**src/rtl/nonce_result_scan_pkg.sv**
```systemverilog
// Shared definitions for the nonce result scanner.
//   scan_state_t : scan controller states
//   RESULT_WORDS : length of the result record written back to memory
//   OFF_*        : word offsets of each field inside the result record
package nonce_scan_pkg;

    typedef enum logic [1:0] {
        IDLE  = 2'd0,
        READ  = 2'd1,
        DRAIN = 2'd2,
        WRITE = 2'd3
    } scan_state_t;

    localparam int          RESULT_WORDS = 3;
    localparam logic [15:0] OFF_COUNT    = 16'd0;
    localparam logic [15:0] OFF_NONCE    = 16'd1;
    localparam logic [15:0] OFF_HASH     = 16'd2;

endpackage

```
**src/rtl/nonce_result_scan_if.sv**
```systemverilog
// Word-addressed shared memory port used by the nonce result scanner.
//   mem_clk        : memory clock (driven from the master's clk)
//   mem_we         : write enable
//   mem_addr       : word address
//   mem_write_data : write data
//   mem_read_data  : read data, valid the cycle after its address
interface nonce_result_scan_if;
    logic        mem_clk;
    logic        mem_we;
    logic [15:0] mem_addr;
    logic [31:0] mem_write_data;
    logic [31:0] mem_read_data;

    modport master (
        output mem_clk,
        output mem_we,
        output mem_addr,
        output mem_write_data,
        input  mem_read_data
    );

    modport slave (
        input  mem_clk,
        input  mem_we,
        input  mem_addr,
        input  mem_write_data,
        output mem_read_data
    );
endinterface

```
**src/rtl/nonce_result_scan_min_tracker.sv**
```systemverilog
// Running minimum / hit tracker for a stream of hash words.
//   clk, reset  : clock and synchronous active-high reset
//   clear       : restart tracking (next valid word becomes the first word)
//   valid       : data/index carry a word this cycle
//   data, index : hash word and its nonce index
//   target      : difficulty target; data < target counts as a hit
//   best_value, best_index, hit_count : running result INCLUDING the word
//                 presented this cycle, so the caller can capture the final
//                 result in the same cycle the last word arrives.
module scan_min_tracker #(
    parameter int CNT_W = 5
) (
    input  logic             clk,
    input  logic             reset,
    input  logic             clear,
    input  logic             valid,
    input  logic [31:0]      data,
    input  logic [7:0]       index,
    input  logic [31:0]      target,
    output logic [31:0]      best_value,
    output logic [7:0]       best_index,
    output logic [CNT_W-1:0] hit_count
);

    logic             first_reg;
    logic [31:0]      best_value_reg;
    logic [7:0]       best_index_reg;
    logic [CNT_W-1:0] hit_count_reg;

    logic take;
    logic hit;

    // Strict less-than on both compares: a tie with the current best keeps
    // the earlier (lower) nonce, and a word equal to target is not a hit.
    always_comb begin
        take       = valid && (first_reg || (data < best_value_reg));
        hit        = valid && (data < target);
        best_value = take ? data  : best_value_reg;
        best_index = take ? index : best_index_reg;
        hit_count  = hit_count_reg + CNT_W'(hit);
    end

    always_ff @(posedge clk) begin
        if (reset || clear) begin
            first_reg      <= 1'b1;
            best_value_reg <= '0;
            best_index_reg <= '0;
            hit_count_reg  <= '0;
        end else if (valid) begin
            first_reg      <= 1'b0;
            best_value_reg <= best_value;
            best_index_reg <= best_index;
            hit_count_reg  <= hit_count;
        end
    end

endmodule

```
**src/rtl/nonce_result_scan.sv**
```systemverilog
// Scans NUM_NONCES consecutive H0 words from memory, tracks the lowest hash
// and the number of words below target, then writes a 3-word result record
// {hit_count, best_nonce, best_hash} at result_addr.
//   clk, reset          : clock, synchronous active-high reset
//   start               : one-cycle request, accepted only when idle
//   hash_addr           : word address of nonce 0's H0 word
//   result_addr, target : record address and difficulty target
//   done                : high while idle
//   found, best_nonce, best_hash, hit_count : result of last completed scan
//   mem                 : shared memory port (master side)
module nonce_result_scan
    import nonce_scan_pkg::*;
#(
    parameter  int NUM_NONCES = 16,
    localparam int CNT_W      = $clog2(NUM_NONCES + 1)
) (
    input  logic               clk,
    input  logic               reset,
    input  logic               start,
    input  logic [15:0]        hash_addr,
    input  logic [15:0]        result_addr,
    input  logic [31:0]        target,
    output logic               done,
    output logic               found,
    output logic [7:0]         best_nonce,
    output logic [31:0]        best_hash,
    output logic [CNT_W-1:0]   hit_count,
    nonce_result_scan_if.master mem
);

    localparam logic [1:0] ST_IDLE  = IDLE;
    localparam logic [1:0] ST_READ  = READ;
    localparam logic [1:0] ST_DRAIN = DRAIN;
    localparam logic [1:0] ST_WRITE = WRITE;

    localparam logic [7:0] LAST_IDX   = 8'(NUM_NONCES - 1);
    localparam logic [1:0] LAST_WRITE = 2'(RESULT_WORDS - 1);

    logic [1:0]       state_reg;
    logic [15:0]      result_addr_reg;
    logic [31:0]      target_reg;
    logic [7:0]       cnt_reg;
    logic             rd_valid_reg;
    logic [7:0]       rd_idx_reg;
    logic [1:0]       wr_cnt_reg;
    logic             mem_we_reg;
    logic [15:0]      mem_addr_reg;
    logic [31:0]      mem_wdata_reg;
    logic             found_reg;
    logic [7:0]       best_nonce_reg;
    logic [31:0]      best_hash_reg;
    logic [CNT_W-1:0] hit_count_reg;

    logic             trk_clear;
    logic [31:0]      trk_best;
    logic [7:0]       trk_idx;
    logic [CNT_W-1:0] trk_hits;

    assign trk_clear = (state_reg == ST_IDLE) && start;

    // Read data lags its address by one cycle, so valid/index are the
    // READ-state flag and counter delayed by one cycle.
    scan_min_tracker #(.CNT_W(CNT_W)) u_tracker (
        .clk        (clk),
        .reset      (reset),
        .clear      (trk_clear),
        .valid      (rd_valid_reg),
        .data       (mem.mem_read_data),
        .index      (rd_idx_reg),
        .target     (target_reg),
        .best_value (trk_best),
        .best_index (trk_idx),
        .hit_count  (trk_hits)
    );

    always_ff @(posedge clk) begin
        if (reset) begin
            state_reg       <= ST_IDLE;
            result_addr_reg <= '0;
            target_reg      <= '0;
            cnt_reg         <= '0;
            rd_valid_reg    <= 1'b0;
            rd_idx_reg      <= '0;
            wr_cnt_reg      <= '0;
            mem_we_reg      <= 1'b0;
            mem_addr_reg    <= '0;
            mem_wdata_reg   <= '0;
            found_reg       <= 1'b0;
            best_nonce_reg  <= '0;
            best_hash_reg   <= '0;
            hit_count_reg   <= '0;
        end else begin
            rd_valid_reg <= (state_reg == ST_READ);
            rd_idx_reg   <= cnt_reg;
            case (state_reg)
                ST_IDLE: begin
                    mem_we_reg <= 1'b0;
                    if (start) begin
                        result_addr_reg <= result_addr;
                        target_reg      <= target;
                        mem_addr_reg    <= hash_addr;
                        cnt_reg         <= '0;
                        state_reg       <= ST_READ;
                    end
                end
                ST_READ: begin
                    if (cnt_reg == LAST_IDX) begin
                        state_reg <= ST_DRAIN;
                    end else begin
                        cnt_reg      <= cnt_reg + 8'd1;
                        mem_addr_reg <= mem_addr_reg + 16'd1;
                    end
                end
                ST_DRAIN: begin
                    // The tracker's combinational view already includes the
                    // last word here, so results and the first record word
                    // are captured together.
                    state_reg      <= ST_WRITE;
                    wr_cnt_reg     <= '0;
                    mem_we_reg     <= 1'b1;
                    mem_addr_reg   <= result_addr_reg + OFF_COUNT;
                    mem_wdata_reg  <= {{(32-CNT_W){1'b0}}, trk_hits};
                    found_reg      <= (trk_hits != '0);
                    best_nonce_reg <= trk_idx;
                    best_hash_reg  <= trk_best;
                    hit_count_reg  <= trk_hits;
                end
                ST_WRITE: begin
                    if (wr_cnt_reg == LAST_WRITE) begin
                        mem_we_reg <= 1'b0;
                        state_reg  <= ST_IDLE;
                    end else begin
                        wr_cnt_reg <= wr_cnt_reg + 2'd1;
                        if (wr_cnt_reg == 2'd0) begin
                            mem_addr_reg  <= result_addr_reg + OFF_NONCE;
                            mem_wdata_reg <= {24'd0, best_nonce_reg};
                        end else begin
                            mem_addr_reg  <= result_addr_reg + OFF_HASH;
                            mem_wdata_reg <= best_hash_reg;
                        end
                    end
                end
                default: state_reg <= ST_IDLE;
            endcase
        end
    end

    assign done               = (state_reg == ST_IDLE);
    assign found              = found_reg;
    assign best_nonce         = best_nonce_reg;
    assign best_hash          = best_hash_reg;
    assign hit_count          = hit_count_reg;
    assign mem.mem_clk        = clk;
    assign mem.mem_we         = mem_we_reg;
    assign mem.mem_addr       = mem_addr_reg;
    assign mem.mem_write_data = mem_wdata_reg;

endmodule
```
**src/flat_wrapper.sv**
```systemverilog
// flat-port wrapper written by rule: the top's interface ports become plain ports
module nonce_result_scan_flat import nonce_scan_pkg::*;
#(
    parameter  int NUM_NONCES = 16,
    localparam int CNT_W      = $clog2(NUM_NONCES + 1)
)
  (clk, reset, start, hash_addr, result_addr, target, done, found, best_nonce, best_hash, hit_count, mem_mem_clk, mem_mem_we, mem_mem_addr, mem_mem_write_data, mem_mem_read_data);
  nonce_result_scan_if mem_i ();
  input  logic clk;
  input  logic reset;
  input  logic start;
  input  logic [15:0] hash_addr;
  input  logic [15:0] result_addr;
  input  logic [31:0] target;
  output logic done;
  output logic found;
  output logic [7:0] best_nonce;
  output logic [31:0] best_hash;
  output logic [CNT_W-1:0] hit_count;
  output wire logic [$bits(mem_i.mem_clk)-1:0] mem_mem_clk;
  output wire logic [$bits(mem_i.mem_we)-1:0] mem_mem_we;
  output wire logic [$bits(mem_i.mem_addr)-1:0] mem_mem_addr;
  output wire logic [$bits(mem_i.mem_write_data)-1:0] mem_mem_write_data;
  input wire logic [$bits(mem_i.mem_read_data)-1:0] mem_mem_read_data;
  assign mem_mem_clk = mem_i.mem_clk;
  assign mem_mem_we = mem_i.mem_we;
  assign mem_mem_addr = mem_i.mem_addr;
  assign mem_mem_write_data = mem_i.mem_write_data;
  assign mem_i.mem_read_data = mem_mem_read_data;
  nonce_result_scan #(.NUM_NONCES(NUM_NONCES)) u_core (.clk(clk), .reset(reset), .start(start), .hash_addr(hash_addr), .result_addr(result_addr), .target(target), .done(done), .found(found), .best_nonce(best_nonce), .best_hash(best_hash), .hit_count(hit_count), .mem(mem_i));
endmodule
```
**config.mk**
```make
export PLATFORM = sky130hd
export DESIGN_NAME = nonce_result_scan_flat
export DESIGN_NICKNAME = d
export VERILOG_FILES = /design/src/rtl/nonce_result_scan_pkg.sv /design/src/rtl/nonce_result_scan_if.sv /design/src/rtl/nonce_result_scan_min_tracker.sv /design/src/rtl/nonce_result_scan.sv /design/src/flat_wrapper.sv
export SDC_FILE = /design/constraint.sdc
export NUM_CORES = 1
export LEC_CHECK = 0
export ABC_AREA = 1
export BUFFER_PORTS_ARGS = -buffer_cell sky130_fd_sc_hd__buf_2
export CORE_MARGIN = 3
export CORE_UTILIZATION = 40
export CTS_BUF_LIST = sky130_fd_sc_hd__clkbuf_8 sky130_fd_sc_hd__clkbuf_16
export CTS_CLUSTER_SIZE = 16
export DETAILED_ROUTE_END_ITERATION = 8
export SYNTH_ARGS = -nofsm -noshare
export SYNTH_HDL_FRONTEND = slang
export SYNTH_SLANG_ARGS = --single-unit
```
**constraint.sdc**
```tcl
create_clock -name clk -period 2.5 [get_ports clk]
set_input_delay 0.25 -clock clk [delete_from_list [all_inputs] [get_ports clk]]
set_output_delay 0.25 -clock clk [all_outputs]
set_load 0.01 [all_outputs]
```
==> impl_metrics.tcl, run 1 <==
set metrics [dict create \
    outcome "complete, but fails checks" \
    violations "hold timing, setup timing" \
    critPathRequiredTime_ns 3.03 \
    final_cell_mix "214 x nand2_1, 206 x dfxtp_1, 196 x a21oi_1" \
    final_common_cell "nand2_1" \
    synth_cell_types 49 \
    clock_skew_ns 0.01094 \
    rows 58 \
    cts_tree "done" \
    worstMarginPinSlew_ns 0.7175 \
    holdCritPathClass "in2reg" \
    utilization_pct 55.61 \
    startpoint "u_core.target_reg[3]" \
    die_x_microns 168.2 \
    syn_inst 1453 \
    syn-num-nets 1627 \
    initial_core_util_pct 41.18 \
    grt_pass1_wl_microns 51670 \
    yosys_register_bits 210 \
    core_region_area_sq_um 25540 \
    firstDrtPassIters 7 \
    drt_iter0_markers 681 \
    synth_edf_count 0 \
    relSlewSlack_pct 52.17 \
    antenna_found_initial 1 \
    fin_ws_ns -0.1234 \
    finalSetupViolCount 5 \
    synth_ff_type "dfxtp_1" \
    die_h_microns 168.2 \
    synthArstFlopShare_pct 0 \
    synth.avg_cell_area_sq_um 7.240 \
    synth.area.top_cells "dfxtp_1 40%, a21oi_1 9.6%, ha_1 8.9%" \
    ir_worst_vdd_uv 626.6 \
    crit_path_start_kind "flop" \
    seq_area_frac_synth_pct 39.96 \
    cp_max_fo 3 \
    cts.clk_slew.worst_paths_ns 0.06 \
    grt_max_degree 64 \
    final_area_sq_um 14210 \
    dr_total_vias 10670 \
    place_congestion 0.8632 \
    rsz0062_at_grt "yes" \
    critPathCaptureType "flop" \
    yosysWarningCount 0 \
    ioPinCount 196 \
    dpl_cell_area_sq_um 12350 \
    r2r_start "u_core.target_reg[3]" \
    final_antenna_net_count 0 \
    vias_per_cell 5.042 \
    period_minus_slack_ns 2.623 \
    critPathArrivalTime_ns 3.15 \
    post_drt_wl_per_cell_microns 15.26 \
    p_leak_nw 6.376 \
    path_class "reg2reg" \
    syn_area_sq_um 10520 \
    hold_start "target[0]" \
    port_buffers 195 \
    holdWs_ns -0.01119 \
    finalCritPeriodShare_pct 104.9 \
    worstSkewPairLatency_ns 0.64 \
    place_inst 2000 \
    grt_overflow 0 \
    layout.nets 1941 \
    dpl_worst_slack_ns -0.4666 \
    place_hpwl_microns 22170 \
    drive_above_1_share_pct 23.40 \
    synth_largest_area_cell "dfxtp_1" \
    maxCapViolCount 0 \
    grt_pass1_vias 10440 \
    fmax_mhz 381.2 \
    powerDensity_nw_per_um2 996.5 \
    p_total_mw 14.16 \
    wl_microns 32300 \
    synth_top_area_share_pct 39.96 \
    finalNonFillerCells 2117 \
    grtUsageTotal_pct 22.00 \
    tns_ns -0.3732 \
    slew_violations 0 \
    drc 0 \
    dieArea_sq_um 28280 \
    finalHoldViolCount 1 \
    area_growth_pct 35.04 \
]
==> cell families (layout without fill, tap and decap cells) <==
kind of cell / count (synthesis) / after routing / synth area share (%)
flops: 210 / 210 / 39.96
compound gates: 349 / 349 / 18.04
fa+ha+maj: 75 / 75 / 8.920
xor+xnor: 5 / 5 / 0.4163
other cells: 0 / 1 / 0
buf+inv: 268 / 601 / 10.12
simple gates: 546 / 546 / 22.54
==> synth_stat cells, drive strengths merged, types with 2 or more instances <==
master / instances
nand2: 233
nand3: 136
a21boi: 3
ha: 75
nor2: 144
o2111ai: 2
a211oi: 5
nor3: 12
nand4: 14
dfxtp: 210
inv: 193
xor2: 4
a21oi: 204
a32o: 2
buf: 34
o211ai: 18
o221ai: 5
o22ai: 2
or2: 4
o21ai: 98
a31oi: 5
clkbuf: 40
==> worst paths after layout <==
kind	end	slack [ns]	depth (start not counted)
max	u_core.found	-0.12	18
min reg2reg	u_core.wr_cnt_reg[0]	0.45	1
max reg2reg	u_core.found	-0.12	18
min	u_core.target_reg[0]	-0.01	3
==> worst max-delay path: stages, from the launching register on <==
cell,delay (ns)
dfxtp_2,0.31
inv_2,0.07
ha_4,0.21
a21oi_4,0.12
o21ai_2,0.07
nand3_2,0.06
a21oi_2,0.06
o21ai_1,0.13
nand4_1,0.24
a21oi_2,0.22
ha_2,0.22
ha_4,0.16
buf_6,0.10
or2_4,0.12
nand2_4,0.05
nor2_1,0.08
nand3_1,0.09
o221ai_2,0.16
inv_1,0.05
==> routing by layer <==
metal  vias to the layer above  wire [microns]  track usage [%]  part of all wire, %
li1                       5447               -                -                    -
met1                      4895           14780            28.13                   46
met2                       280           14870            37.78                   46
met3                        51            1912            4.579                  5.9
met4                         0             731            5.977                  2.3
met5                         -               0                0                    0
==> cell type report <==
class | instances | area, sq um
Antenna cell | 1 | 2.502
Clock buffer | 36 | 802.0
Clock inverter | 14 | 197.7
Fill cell | 2512 | 11340
Inverter | 194 | 730.7
Multi-Input combinational cell | 975 | 5451
Sequential cell | 210 | 4209
Tap cell | 330 | 412.9
Timing Repair Buffer | 357 | 2400
==> report_power, final <==
part	switching, mW	total [mW]	internal, mW
Combinational	3.25	5.29	2.04
Sequential	0.521	4.56	4.04
Clock	1.55	4.30	2.76
Total	5.32	14.2	8.84
==> timing repair <==
item                       in CTS  in global routing
hold buffers                   63                  0
setup buffers                   3                  2
setup endpoints to repair      12                 23
pin swaps                      15                 19
hold endpoints to repair       66                  0
resized for setup              26                 22
Note: power is estimated with default switching activity, not from simulation.
==> run 2, diff against run 1 <==
--- a/config.mk
+++ b/config.mk
@@ -6,12 +6,13 @@
 export NUM_CORES = 1
 export LEC_CHECK = 0
 export ABC_AREA = 1
-export BUFFER_PORTS_ARGS = -buffer_cell sky130_fd_sc_hd__buf_2
 export CORE_MARGIN = 3
-export CORE_UTILIZATION = 40
-export CTS_BUF_LIST = sky130_fd_sc_hd__clkbuf_8 sky130_fd_sc_hd__clkbuf_16
+export CORE_UTILIZATION = 51
+export CTS_BUF_LIST = sky130_fd_sc_hd__clkbuf_8
 export CTS_CLUSTER_SIZE = 16
 export DETAILED_ROUTE_END_ITERATION = 8
+export DONT_BUFFER_PORTS = 1
+export PLACE_DENSITY = 0.69
 export SYNTH_ARGS = -nofsm -noshare
 export SYNTH_HDL_FRONTEND = slang
 export SYNTH_SLANG_ARGS = --single-unit
==> impl_metrics.tcl, run 2 (synthesis gave the netlist of run 1 again) <==
set metrics [dict create \
    rsz0062_at_grt "yes" \
    finalCritPeriodShare_pct 107.2 \
    dr_total_vias 10140 \
    vias_per_cell 5.456 \
    fmax_mhz 373.1 \
    critPathCaptureType "flop" \
    r2r-end "u_core.found" \
    crit_path_start_kind "flop" \
    final_antenna_net_count 0 \
    antenna_found_initial 0 \
    slew_violations 0 \
    p_int_mw 7.648 \
    seq_power_share_pct 37.9 \
    rows 51 \
    critPathArrivalTime_ns 3.09 \
    top_usage_layer "met2" \
    drive_above_1_share_pct 12.43 \
    n_fill_cell 1769 \
    drt_iter0_markers 593 \
    hold-path-cell-count 4 \
    cts_buffers 38 \
    grt_max_degree 98 \
    place_hpwl_microns 19980 \
    clock_power_share_pct 25.9 \
    hold_start "hash_addr[1]" \
    dieArea_sq_um 22390 \
    clockBufferDepth 3 \
    fin_ws_ns -0.1802 \
    die_x_microns 149.6 \
    relSlewSlack_pct 48.06 \
    maxCapViolCount 0 \
    r2r_slack_ns -0.18 \
    diodes 0 \
    cts.clk_slew.worst_paths_ns 0.06 \
    p_sw_mw 5.113 \
    wl_microns 30610 \
    grtUsageMet1_pct 34.44 \
    p_leak_nw 5.350 \
    powerDensity_nw_per_um2 985.5 \
    cp_max_fo 3 \
    worstSkewPairLatency_ns 0.53 \
    firstDrtPassIters 5 \
    htree_levels 2 \
    die_h_microns 149.6 \
    use_met3_pct 7.268 \
    grt_overflow 0 \
    drc 0 \
    post_drt_wl_per_cell_microns 16.48 \
    cts_sinks 210 \
    r2r_start "u_core.target_reg[1]" \
    grtUsageTotal_pct 27.40 \
    holdPathEnd "u_core.mem.mem_addr[1]" \
    netSwitchingFraction_pct 40.07 \
    multi_input_area_sq_um 5469 \
    place_congestion 0.8772 \
    holdWs_ns 0.02511 \
    cts_tree "done" \
    finalSetupViolCount 7 \
    finalHoldViolCount 0 \
    worstMarginPinSlew_ns 0.7791 \
    layout.nets 1742 \
    initial_core_util_pct 53.01 \
    critPathRequiredTime_ns 2.91 \
    ioPinCount 196 \
    grt_pass1_vias 10050 \
    path_class "reg2reg" \
    clock_skew_ns 0.01953 \
    cts_root_buffer "clkbuf_8" \
    violations "setup timing" \
    core_region_area_sq_um 19850 \
    grt_pass1_wl_microns 50210 \
    final_common_cell "nand2_1" \
    p_comb_share_pct 36.2 \
    ir_worst_vdd_uv 684.3 \
    outcome "complete, but fails checks" \
    use_met2_pct 45.66 \
    final_cell_mix "214 x nand2_1, 205 x dfxtp_1, 197 x a21oi_1" \
    holdCritPathClass "in2reg" \
    port_buffers 0 \
    period_minus_slack_ns 2.680 \
    area_growth_pct 23.09 \
    r2r_cells 18 \
    seq_area_sq_um 4210 \
    tns_ns -0.5319 \
]
[run 2: cell count changes in the layout (fill, tap and decap cells not counted), sizes merged]
cell         change
diode            -1
clkbuf          +18
clkinv           +1
bufinv           -5
clkinvlp         -1
dlygate4sd3     +28
buf            -237
inv              +3
[run 2: power groups by stage]
stage	Clock, mW	Sequential (mW)	Combinational [mW]
final	3.31	4.84	4.62
after global routing	3.54	4.91	5.23
after CTS	3.38	4.82	4.47
after detailed placement	0	4.89	4.24
after global placement	0	4.88	4.16
after floorplan	0.0330	4.66	3.10
[run 2: worst max-delay path, cell delays in order, from the launching register on]
cell	delay (ns)
dfxtp_2	0.32
inv_2	0.08
ha_4	0.20
a21oi_2	0.16
o21ai_2	0.08
nand3_2	0.09
a21oi_2	0.06
o21ai_1	0.15
nand4_1	0.21
a21oi_2	0.20
ha_2	0.22
ha_4	0.14
buf_6	0.09
or2_4	0.11
nand2_4	0.06
nor2_4	0.11
nand3_2	0.07
o221ai_2	0.17
inv_1	0.05
[run 2: timing repair]
action | CTS | global route
pin swaps | 10 | 16
gates resized for setup | 22 | 32
hold buffers | 92 | 0
endpoints found under the setup margin | 12 | 21
hold endpoints to repair | 177 | 0
buffers inserted | 1 | 0
[run 2: metal layers]
metal / vias to the layer above / routed length, microns
li1: 5042 / -
met1: 4679 / 12820
met2: 355 / 14470
met3: 61 / 2559
met4: 0 / 770
met5: - / 0
[run 2: area by class of cell]
class	instances	share of cell area [%]
repair buffers	149	11.00
inverters	194	5.662
flip-flops and latches	210	32.52
clock buffers	53	5.633
clock inverters	12	0.3962
multi-input cells	975	42.24
well taps	265	2.561
[run 2: stage by stage]
step                      power (mW)  setup WS, ns  cells  util, %  cell area [sq um]
after floorplan                7.790       0.08005   1453        -              10520
after global placement         9.033       -0.3040   1700    55.45              11000
after detailed placement       9.126       -0.3837   1700    55.45              11000
after CTS                      12.67       -0.2037   1858    64.54              12810
after global routing           13.69       -0.2580   1858    65.25              12950
final                          12.76       -0.1802   1858    65.25              12950
[run 2: worst max path at each step]
stage,startpoint,endpoint,cells past startpoint
2_1_floorplan,u_core.target_reg[3],u_core.found,16
3_3_place_gp,u_core.target_reg[1],u_core.found,16
3_5_place_dp,u_core.target_reg[3],u_core.found,16
4_1_cts,u_core.target_reg[1],u_core.found,16
5_1_grt,u_core.target_reg[1],u_core.found,18
6_report,u_core.target_reg[1],u_core.found,18
